$ cat config.mk
export PLATFORM = sky130hd
export DESIGN_NAME = fifo_traffic_gen
export DESIGN_NICKNAME = d
export VERILOG_FILES = /design/src/rtl/fifo_tg_pkg.sv /design/src/rtl/sync_fifo.sv /design/src/rtl/fifo_traffic_gen.sv
export SDC_FILE = /design/constraint.sdc
export NUM_CORES = 1
export LEC_CHECK = 0
export ABC_AREA = 1
export BUFFER_PORTS_ARGS = -buffer_cell sky130_fd_sc_hd__buf_2
export CORE_MARGIN = 4
export CORE_UTILIZATION = 55
export CTS_CLUSTER_SIZE = 30
export DETAILED_ROUTE_END_ITERATION = 12
export PLACE_DENSITY = 0.83
export SYNTH_ARGS = -nofsm -noshare
export SYNTH_HDL_FRONTEND = slang
export SYNTH_HIERARCHICAL = 1
export SYNTH_SLANG_ARGS = --single-unit
$ cat constraint.sdc
create_clock -name clk -period 4.9 [get_ports clk]
set_clock_uncertainty 0.1 [all_clocks]
set_input_delay 0.245 -clock clk [delete_from_list [all_inputs] [get_ports clk]]
set_output_delay 0.245 -clock clk [all_outputs]
set_load 0.02 [all_outputs]
$ cat src/rtl/fifo_tg_pkg.sv
// fifo_tg_pkg: shared FSM states, mode encodings and counter width for the FIFO traffic generator
package fifo_tg_pkg;
    typedef enum logic [1:0] {IDLE, WR, RD, CONC} state_t;
    localparam logic MODE_ALT  = 1'b0;
    localparam logic MODE_CONC = 1'b1;
    localparam int   CNT_W     = 16;
endpackage

$ cat src/rtl/sync_fifo.sv
// sync_fifo: single-clock FIFO with registered read data and registered flags/level
// Ports: clk, rst (async, active-high); wr_en/din push a word, rd_en pops one into dout
// on the next edge; full/empty/level reflect contents after the previous edge.
module sync_fifo #(
    parameter int DATA_W = 6,
    parameter int DEPTH  = 32
) (
    input  logic                     clk,
    input  logic                     rst,
    input  logic                     wr_en,
    input  logic [DATA_W-1:0]        din,
    input  logic                     rd_en,
    output logic [DATA_W-1:0]        dout,
    output logic                     full,
    output logic                     empty,
    output logic [$clog2(DEPTH):0]   level
);
    localparam int AW = $clog2(DEPTH);
    localparam logic [AW:0] FULL_LVL = (AW+1)'(DEPTH);
    logic [DATA_W-1:0] mem [DEPTH];
    logic [AW:0] wr_ptr, rd_ptr, level_nx;
    logic do_wr, do_rd;
    // Guard against misuse so the pointers can never run past each other.
    assign do_wr = wr_en & ~full;
    assign do_rd = rd_en & ~empty;
    assign level_nx = level + (AW+1)'(do_wr) - (AW+1)'(do_rd);
    always_ff @(posedge clk)
        if (do_wr) mem[wr_ptr[AW-1:0]] <= din;
    always_ff @(posedge clk or posedge rst)
        if (rst) begin
            wr_ptr <= '0;
            rd_ptr <= '0;
            dout   <= '0;
            level  <= '0;
            full   <= 1'b0;
            empty  <= 1'b1;
        end else begin
            if (do_wr) wr_ptr <= wr_ptr + (AW+1)'(1);
            if (do_rd) begin
                rd_ptr <= rd_ptr + (AW+1)'(1);
                dout   <= mem[rd_ptr[AW-1:0]];
            end
            level <= level_nx;
            full  <= level_nx == FULL_LVL;
            empty <= level_nx == '0;
        end
endmodule

$ cat src/rtl/fifo_traffic_gen.sv
// fifo_traffic_gen: writes an incrementing pattern into its own FIFO in bursts and checks it on readback
// Ports: clk, rst (async, active-high); run starts/continues rounds; mode 0 = write burst then read
// burst, 1 = concurrent; inj_err flips bit 0 of the next accepted write. FIFO strobes/data/flags/level
// are exported for observation; busy, round_cnt, err_cnt (saturating) and sticky err report progress.
module fifo_traffic_gen
    import fifo_tg_pkg::*;
#(
    parameter int DATA_W = 6,
    parameter int DEPTH  = 32,
    parameter int BURST  = 32,
    parameter int LVL_W  = $clog2(DEPTH) + 1
) (
    input  logic              clk,
    input  logic              rst,
    input  logic              run,
    input  logic              mode,
    input  logic              inj_err,
    output logic [DATA_W-1:0] din,
    output logic              wr_en,
    output logic              rd_en,
    output logic [DATA_W-1:0] dout,
    output logic              full,
    output logic              empty,
    output logic [LVL_W-1:0]  level,
    output logic              busy,
    output logic [CNT_W-1:0]  round_cnt,
    output logic [CNT_W-1:0]  err_cnt,
    output logic              err
);
    if (DATA_W < 2) begin : g_bad_width
        $error("DATA_W must be at least 2");
    end
    if (DEPTH < 4 || (DEPTH & (DEPTH - 1)) != 0) begin : g_bad_depth
        $error("DEPTH must be a power of two of at least 4");
    end
    if (BURST < 1 || BURST > DEPTH) begin : g_bad_burst
        $error("BURST must lie in 1..DEPTH");
    end
    localparam logic [LVL_W-1:0] BURST_C  = LVL_W'(BURST);
    localparam logic [LVL_W-1:0] BURST_M1 = LVL_W'(BURST - 1);
    state_t state, state_nx;
    logic [LVL_W-1:0] wr_done, rd_done;
    logic [DATA_W-1:0] wr_seq, exp_seq;
    logic inj_pend, chk, wr_fin, rd_fin, round_start, round_end;
    assign wr_en  = (state == WR || state == CONC) && !full && wr_done < BURST_C;
    assign rd_en  = (state == RD || state == CONC) && !empty && rd_done < BURST_C;
    assign din    = wr_seq ^ DATA_W'(inj_pend);
    assign busy   = state != IDLE;
    assign wr_fin = wr_done == BURST_C;
    assign rd_fin = rd_done == BURST_C;
    sync_fifo #(.DATA_W(DATA_W), .DEPTH(DEPTH)) u_fifo (
        .clk   (clk),
        .rst   (rst),
        .wr_en (wr_en),
        .din   (din),
        .rd_en (rd_en),
        .dout  (dout),
        .full  (full),
        .empty (empty),
        .level (level)
    );
    // rd_done reaches BURST in the same cycle the final word is compared, so
    // leaving RD/CONC on rd_fin coincides with the last compare.
    always_comb begin
        state_nx    = state;
        round_start = 1'b0;
        round_end   = 1'b0;
        case (state)
            IDLE: if (run) begin
                state_nx    = (mode == MODE_CONC) ? CONC : WR;
                round_start = 1'b1;
            end
            WR: if (wr_en && wr_done == BURST_M1) state_nx = RD;
            RD: if (rd_fin) begin
                state_nx    = run ? WR : IDLE;
                round_end   = 1'b1;
                round_start = run;
            end
            CONC: if (wr_fin && rd_fin) begin
                state_nx    = run ? CONC : IDLE;
                round_end   = 1'b1;
                round_start = run;
            end
            default: state_nx = IDLE;
        endcase
    end
    always_ff @(posedge clk or posedge rst)
        if (rst) begin
            state     <= IDLE;
            wr_done   <= '0;
            rd_done   <= '0;
            wr_seq    <= '0;
            exp_seq   <= '0;
            inj_pend  <= 1'b0;
            chk       <= 1'b0;
            err       <= 1'b0;
            err_cnt   <= '0;
            round_cnt <= '0;
        end else begin
            state    <= state_nx;
            wr_done  <= round_start ? '0 : wr_done + LVL_W'(wr_en);
            rd_done  <= round_start ? '0 : rd_done + LVL_W'(rd_en);
            inj_pend <= inj_err | (inj_pend & ~wr_en);
            chk      <= rd_en;
            if (wr_en) wr_seq <= wr_seq + DATA_W'(1);
            // exp_seq advances as each read is checked, keeping it aligned with dout.
            if (chk) exp_seq <= exp_seq + DATA_W'(1);
            if (chk && dout != exp_seq) begin
                err <= 1'b1;
                if (err_cnt != '1) err_cnt <= err_cnt + CNT_W'(1);
            end
            if (round_end) round_cnt <= round_cnt + CNT_W'(1);
        end
endmodule

After elaboration in Yosys (flattened, before gate mapping)

Memory sizes are Yosys's and may differ from the RTL's. A register that Yosys moved wholly into a read port is not among the register bits.
Index checks and enable logic that the tools add are counted.

Register bits: 81
Bits in writable memories: 192
Bits of input ports: 5
Memories kept: 1

Memory list:

| memory     | depth | bits a word | rd ports | clocked after Yosys merged registers in | write ports | RTL line        | RTL |
|---|---|---|---|---|---|---|---|
| u_fifo.mem | 32    | 6           | 1        | 1                                       | 1           | sync_fifo.sv:20 | `logic [DATA_W-1:0] mem [DEPTH];` |

$add $sub $neg: 10
Order comparisons: 2
Equal/unequal tests: 13
Muxes and demuxes: 19
Bitwise gates (word level): 8
Reduce and logical (&&, ||, !) cells: 16

Operator list:

| cell                                                                     | count |
|---|---|
| 16-bit by 1-bit adder with 16-bit output (second input constant)         | 2 |
| 6-bit by 1-bit adder with 6-bit output (second input constant)           | 4 |
| 6-bit by 1-bit adder with 6-bit output                                   | 3 |
| 6-bit == test (second input constant)                                    | 3 |
| 16-bit inequality test (second input constant)                           | 1 |
| 6-bit < comparator (second input constant)                               | 2 |
| 2-bit two-way mux                                                        | 6 |
| 6-bit two-way mux                                                        | 2 |
| 1-bit two-way mux                                                        | 8 |
| 2-bit one-hot mux with 4 select lines                                    | 1 |
| 1-bit logical AND                                                        | 7 |
| 6-bit by 5-bit == test with 1-bit output (second input constant)         | 1 |
| 6-bit logical NOT                                                        | 1 |
| 6-bit inequality test                                                    | 1 |
| 6-bit by 1-bit subtractor with 6-bit output                              | 1 |
| 6-bit by 1-bit bitwise XOR with 6-bit output                             | 1 |
| 2-bit == test (second input constant)                                    | 2 |
| 2-bit by 1-bit inequality test with 1-bit output (second input constant) | 2 |
| 2-bit inequality test (second input constant)                            | 2 |
| 4-bit AND reduction                                                      | 1 |
| 1-bit AND                                                                | 3 |
| 1-bit inverter                                                           | 3 |
| 1-bit one-hot mux with 3 select lines                                    | 1 |
| 2-bit by 1-bit == test with 1-bit output (second input constant)         | 1 |
| 7 further kinds                                                          | 9 |

Longest topological paths before layout

Gate-level depths: netlist of the first run.

Depth in word-level cells: 8
Depth in mapped cells: 14
Mapped depth without buffers: 14

Cells and area by module

Netlist of the first run, hierarchy kept.

Modules (own cells, without submodules):

| module           | times used | cells an instance | area an instance (um^2) | sequential area each (um^2) |
|---|---|---|---|---|
| sync_fifo        | 1          | 890               | 9,379.0                 | 6,367.4 |
| fifo_traffic_gen | 1          | 428               | 3,435.8                 | 1,526.5 |

Worst setup path after synthesis of the first run

Ideal clock, no wire load.

Kind: reg2reg
From: register state[1]
To: register u_fifo.full
Arrival: 2,938 ps
Required time: 4,727 ps
Slack: 1,789 ps
Stages on the path, launching flop included: 13
Buffers on the path: 1
Clock period less this slack: 3,111 ps
Path through: dfrtp_1 inv_1 nor3_1 inv_1 nor2_1 buf_2 ha_1 inv_1 ha_1 fa_1 nor3_1 nand3_1 nor2b_1

Elaborated cells on any way between the ends: 14
Classes of those cells: add/sub: 2; eq/ne: 4; bitwise: 2; reduce/logical: 6

RTL lines:

| what                                            | RTL line                | RTL |
|---|---|---|
| start: declaration                              | fifo_traffic_gen.sv:41  | `state_t state, state_nx;` |
| start signal: assignment                        | fifo_traffic_gen.sv:100 | `state <= state_nx;` |
| 2-bit == test                                   | fifo_traffic_gen.sv:46  | `assign rd_en = (state == RD \|\| state == CONC) && !empty && rd_done < BURST_C;` |
| 1-bit logical OR (*)                            | fifo_traffic_gen.sv:46  |  |
| 1-bit logical AND (*) (2 in series)             | fifo_traffic_gen.sv:46  |  |
| via rd_en                                       | fifo_traffic_gen.sv:20  | `output logic rd_en,` |
| 1-bit AND (*)                                   | sync_fifo.sv:25         | `assign do_rd = rd_en & ~empty;` |
| via u_fifo.do_rd                                | sync_fifo.sv:22         | `logic do_wr, do_rd;` |
| 6-bit by 1-bit subtractor with 6-bit output (*) | sync_fifo.sv:26         | `assign level_nx = level + (AW+1)'(do_wr) - (AW+1)'(do_rd);` |
| via u_fifo.level_nx[1]                          | sync_fifo.sv:21         | `logic [AW:0] wr_ptr, rd_ptr, level_nx;` |
| 6-bit == test (*)                               | sync_fifo.sv:44         | `full <= level_nx == FULL_LVL;` |
| end signal: assignment                          | sync_fifo.sv:35         | `full <= 1'b0;` |
| end signal: assignment                          | sync_fifo.sv:44         |  |
| end: declaration                                | sync_fifo.sv:14         | `output logic full,` |

Mark *: on every way through the listed nets, which the timed path passes. The rest lies on a longest branch.
A chain may end at the register's enable or synchronous reset.

Final worst setup path of the first run

From: register state[1]
To: register u_fifo.empty

Longest elaborated chain between the ends: 8
Elaborated cells on any way between the ends: 14
Classes of those cells: add/sub: 2; eq/ne: 3; bitwise: 2; reduce/logical: 7

Ends and longest elaborated chain:

| what                                                                      | RTL line                                       | RTL |
|---|---|---|
| 2-bit by 1-bit == test with 1-bit output or 2-bit == test (tied branches) | fifo_traffic_gen.sv:45, fifo_traffic_gen.sv:46 |  |
| 1-bit logical OR                                                          | fifo_traffic_gen.sv:45                         | `assign wr_en = (state == WR \|\| state == CONC) && !full && wr_done < BURST_C;` |
| 1-bit logical AND (2 in series)                                           | fifo_traffic_gen.sv:45                         |  |
| 1-bit AND                                                                 | sync_fifo.sv:24                                | `assign do_wr = wr_en & ~full;` |
| 6-bit by 1-bit adder with 6-bit output                                    | sync_fifo.sv:26                                |  |
| 6-bit by 1-bit subtractor with 6-bit output (*)                           | sync_fifo.sv:26                                |  |
| via u_fifo.level_nx[1]                                                    | sync_fifo.sv:21                                |  |
| 6-bit logical NOT (*)                                                     | sync_fifo.sv:45                                | `empty <= level_nx == '0;` |
| end signal: assignment                                                    | sync_fifo.sv:36                                | `empty <= 1'b1;` |
| end signal: assignment                                                    | sync_fifo.sv:45                                |  |
| end: declaration                                                          | sync_fifo.sv:15                                | `output logic empty,` |

Marked as above.

==> run_results.csv, run 1 <==
group,metric,value,unit
timing,max_freq,265,MHz
synthesis,yosysWarningCount,6,
final_layout,nNetsFinal,1395,
timing,final.period_utilization,76.9,%
floorplanning,coreArea,0.0228,mm²
worst_setup_path,path_class,"reg2reg",
power,seq_power_share,54.1,%
timing,rsz0062_at_grt,"no",
cts,clkSlewWorstSetupHoldPaths,60,ps
cts,htreeDepth,1,
global_routing,grt_use_met1,28.6,%
worst_setup_path,crit_fanout,13,
final_layout,nFillCells,1672,
timing,finalWorstSetupSlack,1130,ps
power,ir_drop,0.250,mV
worst_setup_path,cp-end-kind,"flip-flop",
timing,fin_setup_tns,0,ps
floorplanning,die_h,161,µm
synthesis,synth_ff_type,"edfxtp_1",
synthesis,synth-edff-count,192,
detailed_routing,wl,28400,µm
final_layout,antenna_cells,0,
placement,place_hpwl,17500,µm
floorplanning,num_io_pins,61,
global_routing,grt_first_pass_wirelength,45900,µm
global_routing,top_usage_layer,"met2",
final_layout,layout-drive-gt1-share,9.71,%
detailed_routing,first_pass_iters,5,
floorplanning,rows,55,
final_layout,fin_util,62.3,%
detailed_routing,via_per_inst,5.43,
synthesis,syn_nets,1343,
placement,routabilityCongestion,0.893,
synthesis,yosysUniqueCellTypes,36,
cts,cts_buffer_depth,3,
global_routing,grt_overflow,0,
worst_hold_path,hold_class,"in2reg",
timing,drv_slew,0,
timing,layout_min_cycle_time,3770,ps
floorplanning,initial_core_util,56.3,%
detailed_routing,num_vias,9247,
detailed_routing,drc_errors,0,
floorplanning,dieArea,0.0258,mm²
synthesis,avgSynthCellArea,9.72,µm²
synthesis,synth_area_leaders,"edfxtp_1 (45%), dfrtp_1 (16%), nand2_1 (12%)",
placement,place_ws,1290,ps
worst_setup_path,path_delay_family,"simple AND/OR/NAND/NOR gates",
global_routing,grt_max_degree,91,
worst_setup_path,crit_arrival,4120,ps
cts,cts_inserted_buffers,27,
worst_setup_path,worst-path-buf-inv,3,
floorplanning,die_w,161,µm
global_routing,grt_pass1_vias,8962,
cts,cts_tree,"yes",
power,swShare,18.4,%
timing,worst_slew_pin_slew,1100,ps
timing,hold_violations,0,
cts,cts-root-buf,"clkbuf_16",
worst_setup_path,path_common_cell,"inv_1",
synthesis,synth_most_common_cell,"nand2_1",
outcome,status,"finished clean",
flow_run,maxCapViolations,0,
synthesis,ys_seq_elements,277,
power,power.share.clock,45.5,%
synthesis,post-synth-top-area-cell,"edfxtp_1",
power,p_leak,6.17,nW
detailed_routing,drt-initial-drc-count,1127,
global_routing,use_met3,3.93,%
worst_setup_path,slowest_delay,840,ps
final_layout,syn_to_final_growth,10.7,%
detailed_routing,ant_nets,0,
synthesis,synth_cells,1318,
worst_setup_path,cp_slowest_cell,"nor2_1",
timing,slew_headroom,26.4,%
worst_setup_path,start_kind,"flip-flop",
worst_setup_path,required,5250,ps
synthesis,yosysTopAreaCellShare,45.0,%
synthesis,synth-seq-area-share,61.6,%
worst_setup_path,path_cells,"inv_1 > nor3_1 > inv_1 > nor2_1 > ha_1 > inv_1 > ha_1 > fa_1 > nor3_1 > nand3_1 > nor2_1",
cts,insertion_delay,510,ps
global_routing,grt.met2_usage,37.0,%
timing,holdWs,43.3,ps
global_routing,antenna_found_initial,0,
final_layout,multi_input_area,0.00405,mm²
synthesis,synth_commonest_cells,"nand2_1 (424), edfxtp_1 (192), nand3_1 (151), inv_1 (137), nor2_1 (116)",
timing,final-setup-viol-count,0,
power,p_int,3.74,mW
synthesis,async_reset_ff_share,30.7,%
power,power_switching,0.843,mW
final_layout,sequential_cell_area,0.00790,mm²
placement,io_buffers,60,
global_routing,grt_util_all_layers,21.8,%
power,p_per_area,323,mW/mm²
synthesis,synth_area,0.0128,mm²
power,comb_power_share,0.4,%
detailed_routing,wl_per_cell,16.7,µm
cts,cts_sinks,277,
==> timing repair <==
item,CTS,global route
endpoints found under the hold margin,50,0
hold buffers,2,0
gates resized for setup,0,0
setup buffers,0,0
==> power by group through the flow <==
| stage | Clock [mW] | Sequential (mW) | Combinational, mW |
|---|---|---|---|
| floorplan | 0 | 2.53 | 0.0121 |
| global placement | 0 | 2.53 | 0.0195 |
| detailed placement | 0 | 2.53 | 0.0199 |
| CTS | 2.11 | 2.48 | 0.0212 |
| global route | 2.23 | 2.48 | 0.0238 |
| finish | 2.09 | 2.48 | 0.0201 |
==> cells in the final DEF (no fill, tap or decap), types with 2 or more instances in the layout <==
cell type      instances
nand2_1              424
edfxtp_1             192
nand3_1              151
inv_1                136
nor2_1               116
dfrtp_1               83
buf_2                 60
xor2_1                32
clkbuf_16             27
a21oi_1               26
xnor2_1               22
ha_1                  19
o21ai_0               17
nand4_1               10
buf_4                 10
clkbuf_8               6
inv_2                  5
clkbuf_1               5
nand2_2                4
nor3_1                 4
a21boi_0               4
nand3b_1               4
clkinv_2               4
nor2_4                 3
bufinv_16              3
nor2_2                 2
nand3_2                2
and2_1                 2
clkinvlp_4             2
dlygate4sd3_1          2
==> state kept, by name (all words and copies together), names as in the netlist, 6 cells and up <==
register and flops:
err_cnt 16, u_fifo/level 6, u_fifo/dout 6, wr_seq 6, rd_done 6, wr_done 6
exp_seq 6, u_fifo/mem 192, round_cnt 16
==> worst paths after layout <==
check / startpoint / end / slack, ps / cells past startpoint
min in group asynchronous: rst / err_cnt[0] / 250 / 3
max in group asynchronous: rst / u_fifo/rd_ptr[0] / 3540 / 3
max: state[1] / u_fifo/empty / 1130 / 11
min reg2reg: err / err / 400 / 2
max reg2reg: state[1] / u_fifo/empty / 1130 / 11
min: run / state[1] / 40 / 5
==> worst min-delay path, cell delays in order <==
cell     delay, ps
buf_2          110
inv_1           60
a21oi_1         70
nand4_1         80
nand2_1         50
==> cell families (layout without fill, tap and decap cells) <==
logic type,count (synthesis),after routing,share of synthesized area (%)
fa+ha+maj,20,20,2.01
xor+xnor,55,55,3.76
buf+inv,191,263,6.82
compound gates,49,49,2.03
simple gates,726,726,23.8
flops,277,277,61.6
==> final cells by class <==
type,instances,share of cell area (%)
Multi-Input combinational cell,850,28.6
Timing Repair Buffer,72,2.79
Inverter,142,3.77
Clock inverter,11,0.970
Tap cell,313,2.76
Clock buffer,38,5.48
Sequential cell,277,55.7
==> per-layer routing <==
layer	part of all wire [%]	wire, µm	vias up
met5	0	0	-
met4	3.0	863	0
met3	7.6	2160	60
met2	49	14000	431
met1	40	11300	4392
li1	-	-	4364
==> per-stage QoR <==
step | instances | instance area (µm²) | total power, mW
5_1_grt | 1703 | 14200 | 4.73
6_report | 1703 | 14200 | 4.59
3_3_place_gp | 1652 | 13300 | 2.55
2_1_floorplan | 1318 | 12800 | 2.54
4_1_cts | 1703 | 14200 | 4.61
3_5_place_dp | 1652 | 13300 | 2.55
Power figures use the tool's default switching activity.
==> run 2, diff against run 1 <==
--- a/config.mk
+++ b/config.mk
@@ -5,13 +5,13 @@
 export SDC_FILE = /design/constraint.sdc
 export NUM_CORES = 1
 export LEC_CHECK = 0
-export ABC_AREA = 1
+export ABC_AREA = 0
 export BUFFER_PORTS_ARGS = -buffer_cell sky130_fd_sc_hd__buf_2
 export CORE_MARGIN = 4
 export CORE_UTILIZATION = 55
 export CTS_CLUSTER_SIZE = 30
 export DETAILED_ROUTE_END_ITERATION = 12
-export PLACE_DENSITY = 0.83
+export PLACE_DENSITY = 0.86
 export SYNTH_ARGS = -nofsm -noshare
 export SYNTH_HDL_FRONTEND = slang
 export SYNTH_HIERARCHICAL = 1
==> constraint.sdc (replaced) <==
create_clock -name clk -period 3.05 [get_ports clk]
set_clock_uncertainty 0.1 [all_clocks]
set_input_delay 0.1525 -clock clk [delete_from_list [all_inputs] [get_ports clk]]
set_output_delay 0.1525 -clock clk [all_outputs]
set_load 0.02 [all_outputs]
==> run 2 against run 1 <==
Compared with the run above:
- flip-flop and latch count unchanged
- area after synthesis is 9.5% lower
- highest routed layer unchanged
- cell area down 7.3%
- non-clock buffer count increased by 9
==> run_results.csv, run 2 <==
group,metric,value,unit
final_layout,antenna_cells,0,
floorplanning,rows,52,
floorplanning,dieArea,0.0235,mm²
timing,fin_setup_tns,0,ps
synthesis,synth_area_leaders,"edfxtp_1 (50%), dfrtp_1 (18%), mux4_2 (5.8%)",
worst_setup_path,path_delay_family,"simple AND/OR/NAND/NOR gates",
timing,worst_slew_pin_slew,1110,ps
floorplanning,initial_core_util,56.6,%
worst_setup_path,reg2reg_to,"u_fifo/empty",
detailed_routing,wl,23700,µm
synthesis,async_reset_ff_share,30.7,%
power,power.total,14.4,mW
cts,htreeDepth,1,
synthesis,yosysWarningCount,6,
synthesis,synth_mux_area_share,9.94,%
flow_run,maxCapViolations,0,
timing,finalWorstSetupSlack,256,ps
worst_setup_path,crit_fanout,9,
worst_setup_path,slowest_delay,460,ps
timing,final.period_utilization,91.6,%
final_layout,nNetsFinal,853,
detailed_routing,drc_errors,0,
worst_setup_path,cp_slowest_cell,"dfrtp_2",
cts,cts_inserted_buffers,27,
cts,insertion_delay,540,ps
worst_setup_path,r2r_cells,12,
global_routing,antenna_found_initial,0,
outcome,status,"finished clean",
placement,io_buffers,60,
timing,hold_violations,0,
cts,cts_sinks,277,
cts,cts_buffer_depth,3,
worst_hold_path,hold_class,"in2async",
synthesis,yosysUniqueCellTypes,52,
final_layout,nFillCells,1365,
cts,postCtsSetupRepairBufs,0,
cts,clkSlewWorstSetupHoldPaths,60,ps
synthesis,synth_compound_area_share,3.56,%
worst_setup_path,path_class,"reg2reg",
synthesis,synth_cells,748,
final_layout,largest_register_ffs,192,
timing,max_freq,358,MHz
global_routing,grt_util_all_layers,20.4,%
synthesis,synth_area,0.0116,mm²
final_layout,fin_util,64.2,%
global_routing,grt_first_pass_wirelength,38200,µm
floorplanning,die_w,153,µm
detailed_routing,num_vias,6655,
synthesis,synth_top_family_by_area,"multiplexers",
detailed_routing,ant_nets,0,
global_routing,grt_overflow,0,
timing,drv_slew,0,
detailed_routing,drt-initial-drc-count,582,
worst_setup_path,reg2reg_slack,260,ps
synthesis,yosys.area_share.simple,9.17,%
worst_setup_path,required,3390,ps
synthesis,post-synth-top-area-cell,"edfxtp_1",
placement,place_ws,224,ps
floorplanning,num_io_pins,61,
worst_setup_path,r2r-start,"state[0]",
final_layout,layout-drive-gt1-share,21.1,%
timing,rsz0062_at_grt,"no",
synthesis,synth-xor-area-share,4.91,%
worst_setup_path,cp-end-kind,"flip-flop",
global_routing,grt_pass1_vias,6762,
final_layout,final_cell_mix,"edfxtp_1 (192), dfrtp_1 (81), nor2_1 (67)",
worst_setup_path,path_cells,"nor3b_4 > nor2b_1 > inv_1 > ha_1 > inv_1 > ha_1 > fa_2 > a21oi_1 > nor2_1 > nor2_1 > xnor2_1 > nor4_1",
power,ir_drop,0.707,mV
synthesis,synth-edff-count,192,
timing,slew_headroom,25.9,%
worst_setup_path,start_kind,"flip-flop",
timing,layout_min_cycle_time,2790,ps
worst_setup_path,crit_arrival,3140,ps
power,p_leak,4.94,nW
final_layout,syn_to_final_growth,13.5,%
power,p_per_area,1090,mW/mm²
synthesis,synth_commonest_cells,"edfxtp_1 (192), dfrtp_1 (84), nor2_1 (67), xnor2_1 (45), mux2i_1 (42)",
synthesis,yosysTopAreaCellShare,49.7,%
floorplanning,coreArea,0.0205,mm²
placement,dp_cells,1065,
timing,final-setup-viol-count,0,
synthesis,synth_ff_type,"edfxtp_1",
final_layout,fin_cells,1119,
detailed_routing,wl_per_cell,21.2,µm
floorplanning,die_h,153,µm
synthesis,yosys.area_share.adder,2.22,%
placement,routabilityCongestion,0.866,
placement,place_hpwl,15200,µm
synthesis,avgSynthCellArea,15.5,µm²
final_layout,sequential_cell_area,0.00790,mm²
cts,cts-root-buf,"clkbuf_16",
global_routing,grt_max_degree,38,
worst_setup_path,worst-path-buf-inv,2,
detailed_routing,via_per_inst,5.95,
detailed_routing,first_pass_iters,5,
synthesis,synth-seq-area-share,68.1,%
final_layout,final_common_cell,"edfxtp_1",
synthesis,ys_seq_elements,277,
synthesis,synth_most_common_cell,"edfxtp_1",
cts,cts_tree,"yes",
final_layout,multi_input_area,0.00349,mm²
synthesis,syn_nets,773,
-- run 2: changes by cell type after synthesis, moves of 9 or more --
cell	previous run	this run
a21oi_1	26	3
buf_2	21	8
inv_1	137	15
mux2i_1	0	42
mux4_2	0	30
nand2_1	424	35
nand3_1	151	24
nand4_1	10	19
nor2_1	116	67
o22ai_1	0	19
xnor2_1	22	45
xor2_1	33	20
-- run 2: cells by family (layout without fill, tap and decap cells) --
group                      after synthesis  after routing
xor gates and xnor gates                65             65
and+or+nand+nor                        210            210
muxes                                   77             77
AOI/OAI and AO/OA                       54             54
DFF                                    277            277
adders and majority gates               20             20
buffers and inverters                   45            146
-- run 2: per-stage QoR --
stage / cell area, µm² / hold WS (ps)
6_report: 13200 / 102
3_5_place_dp: 12200 / 131
5_1_grt: 13200 / 153
4_1_cts: 13200 / 108
2_1_floorplan: 11600 / 66.3
3_3_place_gp: 12200 / 124
-- run 2: report_power, final --
part	internal (mW)	switching [mW]	total [mW]	leakage, nW
sequential	5.16	0.799	5.96	2.79
clock	2.00	1.36	3.35	0.444
combinational	2.03	3.01	5.04	1.70
-- run 2: cell type report --
type | count | share of cell area (%)
Clock buffer | 40 | 5.81
Inverter | 15 | 0.428
Timing Repair Buffer | 81 | 3.56
Multi-Input combinational cell | 426 | 26.5
Clock inverter | 10 | 1.07
Tap cell | 270 | 2.57
Sequential cell | 277 | 60.0
-- run 2: timing repair --
item / 4_1_cts / 5_1_grt
hold buffers: 4 / 0
setup endpoints to repair: 0 / 1
hold endpoints to repair: 50 / 0
gates resized for setup: 0 / 1
-- run 2: worst max-delay path by stage --
stage | start | to | slack, ps | depth (start not counted)
floorplan | state[1] | u_fifo/full | 4 | 10
global placement | state[0] | u_fifo/empty | 320 | 11
detailed placement | state[0] | u_fifo/empty | 220 | 11
CTS | state[0] | u_fifo/empty | 190 | 11
global route | state[0] | u_fifo/full | 60 | 9
finish | state[0] | u_fifo/empty | 260 | 12
-- run 2: worst reg2reg max path: stages (launching register included) --
cell,delay [ps]
dfrtp_2,460
nor3b_4,220
nor2b_1,230
inv_1,70
ha_1,270
inv_1,40
ha_1,200
fa_2,360
a21oi_1,170
nor2_1,50
nor2_1,110
xnor2_1,110
nor4_1,320
-- run 2: per-layer routing --
metal / share of wire (%) / track usage [%] / vias to the layer above
met1: 40 / 28.4 / 3367
met5: 0 / 0 / -
met4: 2.6 / 5.77 / 0
met2: 50 / 33.4 / 254
li1: - / - / 2980
met3: 7.2 / 4.04 / 54
